File: config.mk
export PLATFORM = sky130hd
export DESIGN_NAME = fib_gen
export DESIGN_NICKNAME = d
export VERILOG_FILES = /design/src/rtl/fib_pkg.sv /design/src/rtl/fib_step.sv /design/src/rtl/fib_gen.sv
export SDC_FILE = /design/constraint.sdc
export NUM_CORES = 1
export LEC_CHECK = 0
export BUFFER_PORTS_ARGS = -buffer_cell sky130_fd_sc_hd__buf_2
export CORE_MARGIN = 2
export CORE_UTILIZATION = 40
export CTS_BUF_LIST = sky130_fd_sc_hd__clkbuf_4 sky130_fd_sc_hd__clkbuf_8
export CTS_CLUSTER_SIZE = 25
export DETAILED_ROUTE_END_ITERATION = 7
export GPL_TIMING_DRIVEN = 0
export SLEW_MARGIN = 20
export SYNTH_ARGS = -nofsm -noshare
export SYNTH_HDL_FRONTEND = slang
export SYNTH_SLANG_ARGS = --single-unit
File: constraint.sdc
create_clock -name clk -period 3.02 [get_ports clk]
set_clock_uncertainty 0.15 [all_clocks]
set_input_delay 0.151 -clock clk [delete_from_list [all_inputs] [get_ports clk]]
set_output_delay 0.151 -clock clk [all_outputs]
set_load 0.005 [all_outputs]
File: src/rtl/fib_pkg.sv
// Shared types and parameter defaults for the Fibonacci generator.
// Latency: n/a (types and constants only).
// Backpressure: n/a.
package fib_pkg;

  // Default result width and index width.
  localparam int unsigned FIB_WIDTH_DEF     = 32;
  localparam int unsigned FIB_IDX_WIDTH_DEF = 6;

  // Controller states.
  //   IDLE   : waiting for a request
  //   CALC   : single mode, stepping silently towards F(n)
  //   OUT    : single mode, presenting F(n)
  //   STREAM : stream mode, presenting F(k) and stepping on each handshake
  typedef enum logic [1:0] {
    IDLE   = 2'd0,
    CALC   = 2'd1,
    OUT    = 2'd2,
    STREAM = 2'd3
  } fib_state_e;

endpackage

File: src/rtl/fib_step.sv
// Fibonacci term pair a=F(k), b=F(k+1) with sticky per-term overflow bits.
// Latency: one advance per enabled cycle; load returns the pair to F(0),F(1) in one cycle.
// Backpressure: none; the caller only asserts adv_i when a step is wanted.
module fib_step #(
  parameter int unsigned WIDTH = 32
) (
  input  logic             clk,
  input  logic             rst,
  input  logic             load_i,
  input  logic             adv_i,
  output logic [WIDTH-1:0] a_o,
  output logic             a_ovf_o
);

  logic [WIDTH-1:0] a_q, a_d;
  logic [WIDTH-1:0] b_q, b_d;
  logic             a_ovf_q, a_ovf_d;
  logic             b_ovf_q, b_ovf_d;

  // One extra bit captures the carry-out of the wrapping addition.
  logic [WIDTH:0]   sum;

  assign sum = {1'b0, a_q} + {1'b0, b_q};

  // Next pair: load has priority so a fresh request always starts from F(0),F(1).
  // The overflow of b is sticky: once any term exceeded WIDTH, every later
  // term does too, even if the wrapped sum happens not to carry.
  always_comb begin
    a_d     = a_q;
    b_d     = b_q;
    a_ovf_d = a_ovf_q;
    b_ovf_d = b_ovf_q;
    if (load_i) begin
      a_d     = '0;
      b_d     = {{(WIDTH-1){1'b0}}, 1'b1};
      a_ovf_d = 1'b0;
      b_ovf_d = 1'b0;
    end else if (adv_i) begin
      a_d     = b_q;
      b_d     = sum[WIDTH-1:0];
      a_ovf_d = b_ovf_q;
      b_ovf_d = a_ovf_q | b_ovf_q | sum[WIDTH];
    end
  end

  // Pair registers; reset value is the F(0),F(1) starting point.
  always_ff @(posedge clk or posedge rst) begin
    if (rst) begin
      a_q     <= '0;
      b_q     <= {{(WIDTH-1){1'b0}}, 1'b1};
      a_ovf_q <= 1'b0;
      b_ovf_q <= 1'b0;
    end else begin
      a_q     <= a_d;
      b_q     <= b_d;
      a_ovf_q <= a_ovf_d;
      b_ovf_q <= b_ovf_d;
    end
  end

  assign a_o     = a_q;
  assign a_ovf_o = a_ovf_q;

endmodule

File: src/rtl/fib_gen.sv
// Fibonacci generator: single result F(n) or stream F(0)..F(n) with per-beat overflow.
// Latency: single mode presents F(n) n cycles after the sampling edge (n=0: right after it); stream beat 0 right after it.
// Backpressure: out_ready low holds the current beat stable; stream steps only on a handshake.
module fib_gen
  import fib_pkg::*;
#(
  parameter int unsigned WIDTH     = FIB_WIDTH_DEF,
  parameter int unsigned IDX_WIDTH = FIB_IDX_WIDTH_DEF
) (
  input  logic                 clk,
  input  logic                 rst,
  input  logic                 start,
  input  logic [IDX_WIDTH-1:0] n,
  input  logic                 stream,
  output logic                 busy,
  output logic                 out_valid,
  input  logic                 out_ready,
  output logic [WIDTH-1:0]     result,
  output logic [IDX_WIDTH-1:0] index,
  output logic                 overflow,
  output logic                 out_last,
  output logic                 done
);

  fib_state_e           state_q, state_d;
  logic [IDX_WIDTH-1:0] k_q, k_d;
  logic [IDX_WIDTH-1:0] n_q, n_d;
  logic                 done_q, done_d;

  logic                 step_load;
  logic                 step_adv;
  logic [WIDTH-1:0]     a_val;
  logic                 a_ovf;

  // k+1 computed one bit wider so the k==n test cannot alias when n is the
  // largest representable index.
  logic [IDX_WIDTH:0]   k_inc;
  logic                 k_at_n;
  logic                 hs;

  assign k_inc  = {1'b0, k_q} + (IDX_WIDTH+1)'(1);
  assign k_at_n = (k_q == n_q);
  assign hs     = out_valid & out_ready;

  fib_step #(
    .WIDTH (WIDTH)
  ) u_step (
    .clk     (clk),
    .rst     (rst),
    .load_i  (step_load),
    .adv_i   (step_adv),
    .a_o     (a_val),
    .a_ovf_o (a_ovf)
  );

  // Next-state, counter and term-pair control for the request FSM.
  always_comb begin
    state_d   = state_q;
    k_d       = k_q;
    n_d       = n_q;
    done_d    = 1'b0;
    step_load = 1'b0;
    step_adv  = 1'b0;
    case (state_q)
      IDLE: begin
        if (start) begin
          n_d       = n;
          k_d       = '0;
          step_load = 1'b1;
          if (stream) begin
            state_d = STREAM;
          end else if (n == '0) begin
            state_d = OUT;
          end else begin
            state_d = CALC;
          end
        end
      end
      CALC: begin
        step_adv = 1'b1;
        k_d      = k_inc[IDX_WIDTH-1:0];
        if (k_inc == {1'b0, n_q}) begin
          state_d = OUT;
        end
      end
      OUT: begin
        if (hs) begin
          state_d = IDLE;
          done_d  = 1'b1;
        end
      end
      STREAM: begin
        if (hs) begin
          if (k_at_n) begin
            state_d = IDLE;
            done_d  = 1'b1;
          end else begin
            step_adv = 1'b1;
            k_d      = k_inc[IDX_WIDTH-1:0];
          end
        end
      end
      default: begin
        state_d = IDLE;
      end
    endcase
  end

  // Control registers; reset aborts any request without a done pulse.
  always_ff @(posedge clk or posedge rst) begin
    if (rst) begin
      state_q <= IDLE;
      k_q     <= '0;
      n_q     <= '0;
      done_q  <= 1'b0;
    end else begin
      state_q <= state_d;
      k_q     <= k_d;
      n_q     <= n_d;
      done_q  <= done_d;
    end
  end

  // Output view of the current beat; data outputs read zero when no beat is offered.
  always_comb begin
    busy      = (state_q != IDLE);
    out_valid = (state_q == OUT) || (state_q == STREAM);
    result    = out_valid ? a_val : '0;
    index     = out_valid ? k_q   : '0;
    overflow  = out_valid & a_ovf;
    out_last  = (state_q == OUT) || ((state_q == STREAM) && k_at_n);
    done      = done_q;
  end

endmodule
==> flow_summary.yaml <==
timing:
  report.final.slew_viol_count: 0
  hold_ws_ps: 106
  relSlewSlack: 0.582
  period_needed_ps: 2890
  final-setup-viol-count: 0
  fin_tns_setup_ps: 0
  final-hold-violation-count: 0
  worstMarginPinSlew_ps: 627
  rsz0062_at_grt: "no"
  fmax_mhz: 346
  min_period_over_period: 0.958
  fin_ws_ps: 126
global_route:
  antenna_found_initial: 0
  grt_remaining_overflow: 0
  grtUsageTotal: 0.202
  grt_max_degree: 50
  first_global_vias: 4793
  grt_pass1_wl_mm: 23.5
clocking:
  cts_tree: "done"
  cts.sinks: 81
  cts_buffers: 9
  cts-root-buf: "clkbuf_8"
  cts_max_level: 3
  clkSlewWorstSetupHoldPaths_ps: 90
  insertion_delay_ps: 370
  clk_path_buf_depth: 2
placed_design:
  place_area_um2: 5850
  post-dp-hpwl_mm: 10.2
  place_congestion: 0.903
  io_buffer_count: 53
  post-place-ws_ps: -10.5
critical_path:
  crit_chain: "ha_4, fa_2, a21oi_2, o21ai_2, nand4_1, a31oi_4, o221ai_4, or3_4, nor4b_1, a311oi_1"
  crit_required_ps: 3140
  crit_type: "flop to flop"
  crit_buf_inv: 0
  slowest_delay_ps: 560
  critPathSlowestCell: "dfstp_2"
  critPathMaxFanout: 3
  cp-end-kind: "flop"
  arrival_ps: 3020
  cp-start-kind: "flop"
  path_delay_family: "compound AO/OA/AOI/OAI gates"
run:
  maxCapViolCount: 0
die:
  start_util: 0.406
  rows: 42
  die_width_um: 119
  die_h_um: 119
  core_area_um2: 13100
  ios: 54
  die_area_um2: 14300
route:
  drt-wirelength-per-cell_um: 15.6
  drt_wl_total_mm: 14.1
  first_iter_violations: 290
  route.antenna.remaining_nets: 0
  drt-pass1-iter-count: 5
  num_vias: 4947
  drc: 0
  vias_per_cell: 5.48
synth:
  synth_top_flop_cell: "dfrtp_1"
  netlist_area_um2: 5340
  syn_avg_cell_area_um2: 8.28
  syn-instance-count: 644
  synth_nets: 689
  synth_seq_cells: 81
  async_flop_share: 1.00
  yosysUniqueCellTypes: 61
  ys_warn_count: 0
  synth_edf_count: 0
  synth_seq_area_share: 0.380
cells_and_area:
  antennaDiodeCount: 0
  fin_area_um2: 6240
  fillCellCount: 1318
  syn_to_final_growth_pct: 16.9
  layout-drive-gt1-share: 0.150
  final_common_cell: "nand2_1"
  final_cell_mix: "nand2_1 (121), dfrtp_1 (80), nand3_1 (76)"
  final_nets: 767
pwr:
  leakagePower_nw: 3.04
  finalPower_mw: 4.39
  irDropWorstVdd_mv: 0.325
  powerDensity_nw_per_um2: 704
outcome:
  outcome: "completed"
worst_hold_path:
  hold_path.class: "input port to flop"
[worst reg2reg max path, stage by stage (launching register included)]
cell and delay, ps:
dfstp_2 560, ha_4 140, fa_2 220, a21oi_2 80, o21ai_2 200, nand4_1 230, a31oi_4 270, o221ai_4 140
or3_4 400, nor4b_1 150, a311oi_1 270
[synth_stat cells, types with 2 or more instances]
cell type	n	area [um2]
nand2b_1	4	25.0
a311oi_1	2	17.5
dfrtp_1	80	2000
o22ai_1	2	12.5
nand3_1	76	380
clkbuf_1	22	82.6
inv_1	14	52.6
a211oi_1	4	30.0
nand2_1	121	454
a2111oi_0	2	17.5
nor2_1	20	75.1
mux2i_1	2	20.0
nand4_1	5	31.3
o21a_1	2	15.0
xor2_1	17	149
a21oi_1	38	190
and3_2	2	15.0
o21bai_1	6	45.0
o21ai_1	2	10.0
or3_1	4	25.0
a21o_1	10	75.1
a21boi_0	2	15.0
and2_1	41	257
buf_1	3	11.3
buf_2	5	25.0
xnor2_1	22	193
and3_1	5	31.3
nor3_1	6	30.0
a31oi_1	10	62.6
ha_1	33	413
nor2b_1	3	18.8
nor4_1	4	25.0
o21ai_0	46	230
o31ai_1	2	15.0
[metrics by stage]
step	utilization	cells
after floorplan	-	644
after global placement	0.443	873
after detailed placement	0.445	874
after CTS	0.468	899
after global routing	0.475	903
final	0.475	903
[per-layer routing]
metal / up-vias / global-route usage / part of all wire
li1: 2412 / - / -
met1: 2392 / 0.281 / 0.48
met3: 25 / 0.0238 / 0.034
met2: 118 / 0.327 / 0.47
met4: 0 / 0.0706 / 0.019
met5: - / 0 / 0
[flip-flops by register name, indices dropped and copies added (netlist names)]
register / flops
u_step.a_o: 32
u_step.a_ovf_o: 1
k_q: 6
u_step.b_ovf_q: 1
u_step.b_q: 32
done: 1
state_q: 2
n_q: 6
[final timing paths]
| kind | startpoint | to | cells past startpoint | slack (ps) |
|---|---|---|---|---|
| setup / recovery | u_step.b_q[0] | u_step.b_q[30] | 10 | 130 |
| hold / removal | start | state_q[0] | 4 | 110 |
| setup reg to reg | u_step.b_q[0] | u_step.b_q[30] | 10 | 130 |
| hold reg to reg | u_step.b_q[8] | u_step.a_o[8] | 2 | 360 |
| max in group asynchronous | rst | u_step.b_q[20] | 4 | 1940 |
| min in group asynchronous | rst | u_step.b_q[1] | 3 | 180 |
[area by class of cell]
| type | instances | area [um2] | area share |
|---|---|---|---|
| multi-input cells | 516 | 3210 | 0.515 |
| flip-flops and latches | 81 | 2030 | 0.325 |
| repair buffers | 67 | 413 | 0.0662 |
| well taps | 176 | 220 | 0.0353 |
| plain buffers | 32 | 140 | 0.0225 |
| clock buffers | 10 | 131 | 0.0211 |
| inverters | 15 | 58.8 | 0.00943 |
| clock inverters | 6 | 36.3 | 0.00582 |
[power breakdown]
part	internal (mW)	switching, mW
clock network	0.304	0.425
logic	0.769	1.35
registers	1.32	0.226
[repair_timing]
| action | CTS | global route |
|---|---|---|
| setup endpoints to repair | 3 | 7 |
| pin swaps | 0 | 10 |
| hold buffers | 9 | 0 |
| endpoints found under the hold margin | 41 | 0 |
| buffers inserted | 0 | 4 |
| gates resized for setup | 5 | 13 |
[cell families after synthesis]
logic type | count (synthesis) | synth area share
muxes | 2 | 0.00375
adders and majority gates | 34 | 0.0811
DFF | 81 | 0.380
and+or+nand+nor | 300 | 0.271
buffers and inverters | 47 | 0.0368
AOI/OAI and AO/OA | 141 | 0.163
xor gates and xnor gates | 39 | 0.0640
Note: power is estimated with default switching activity, not from simulation.
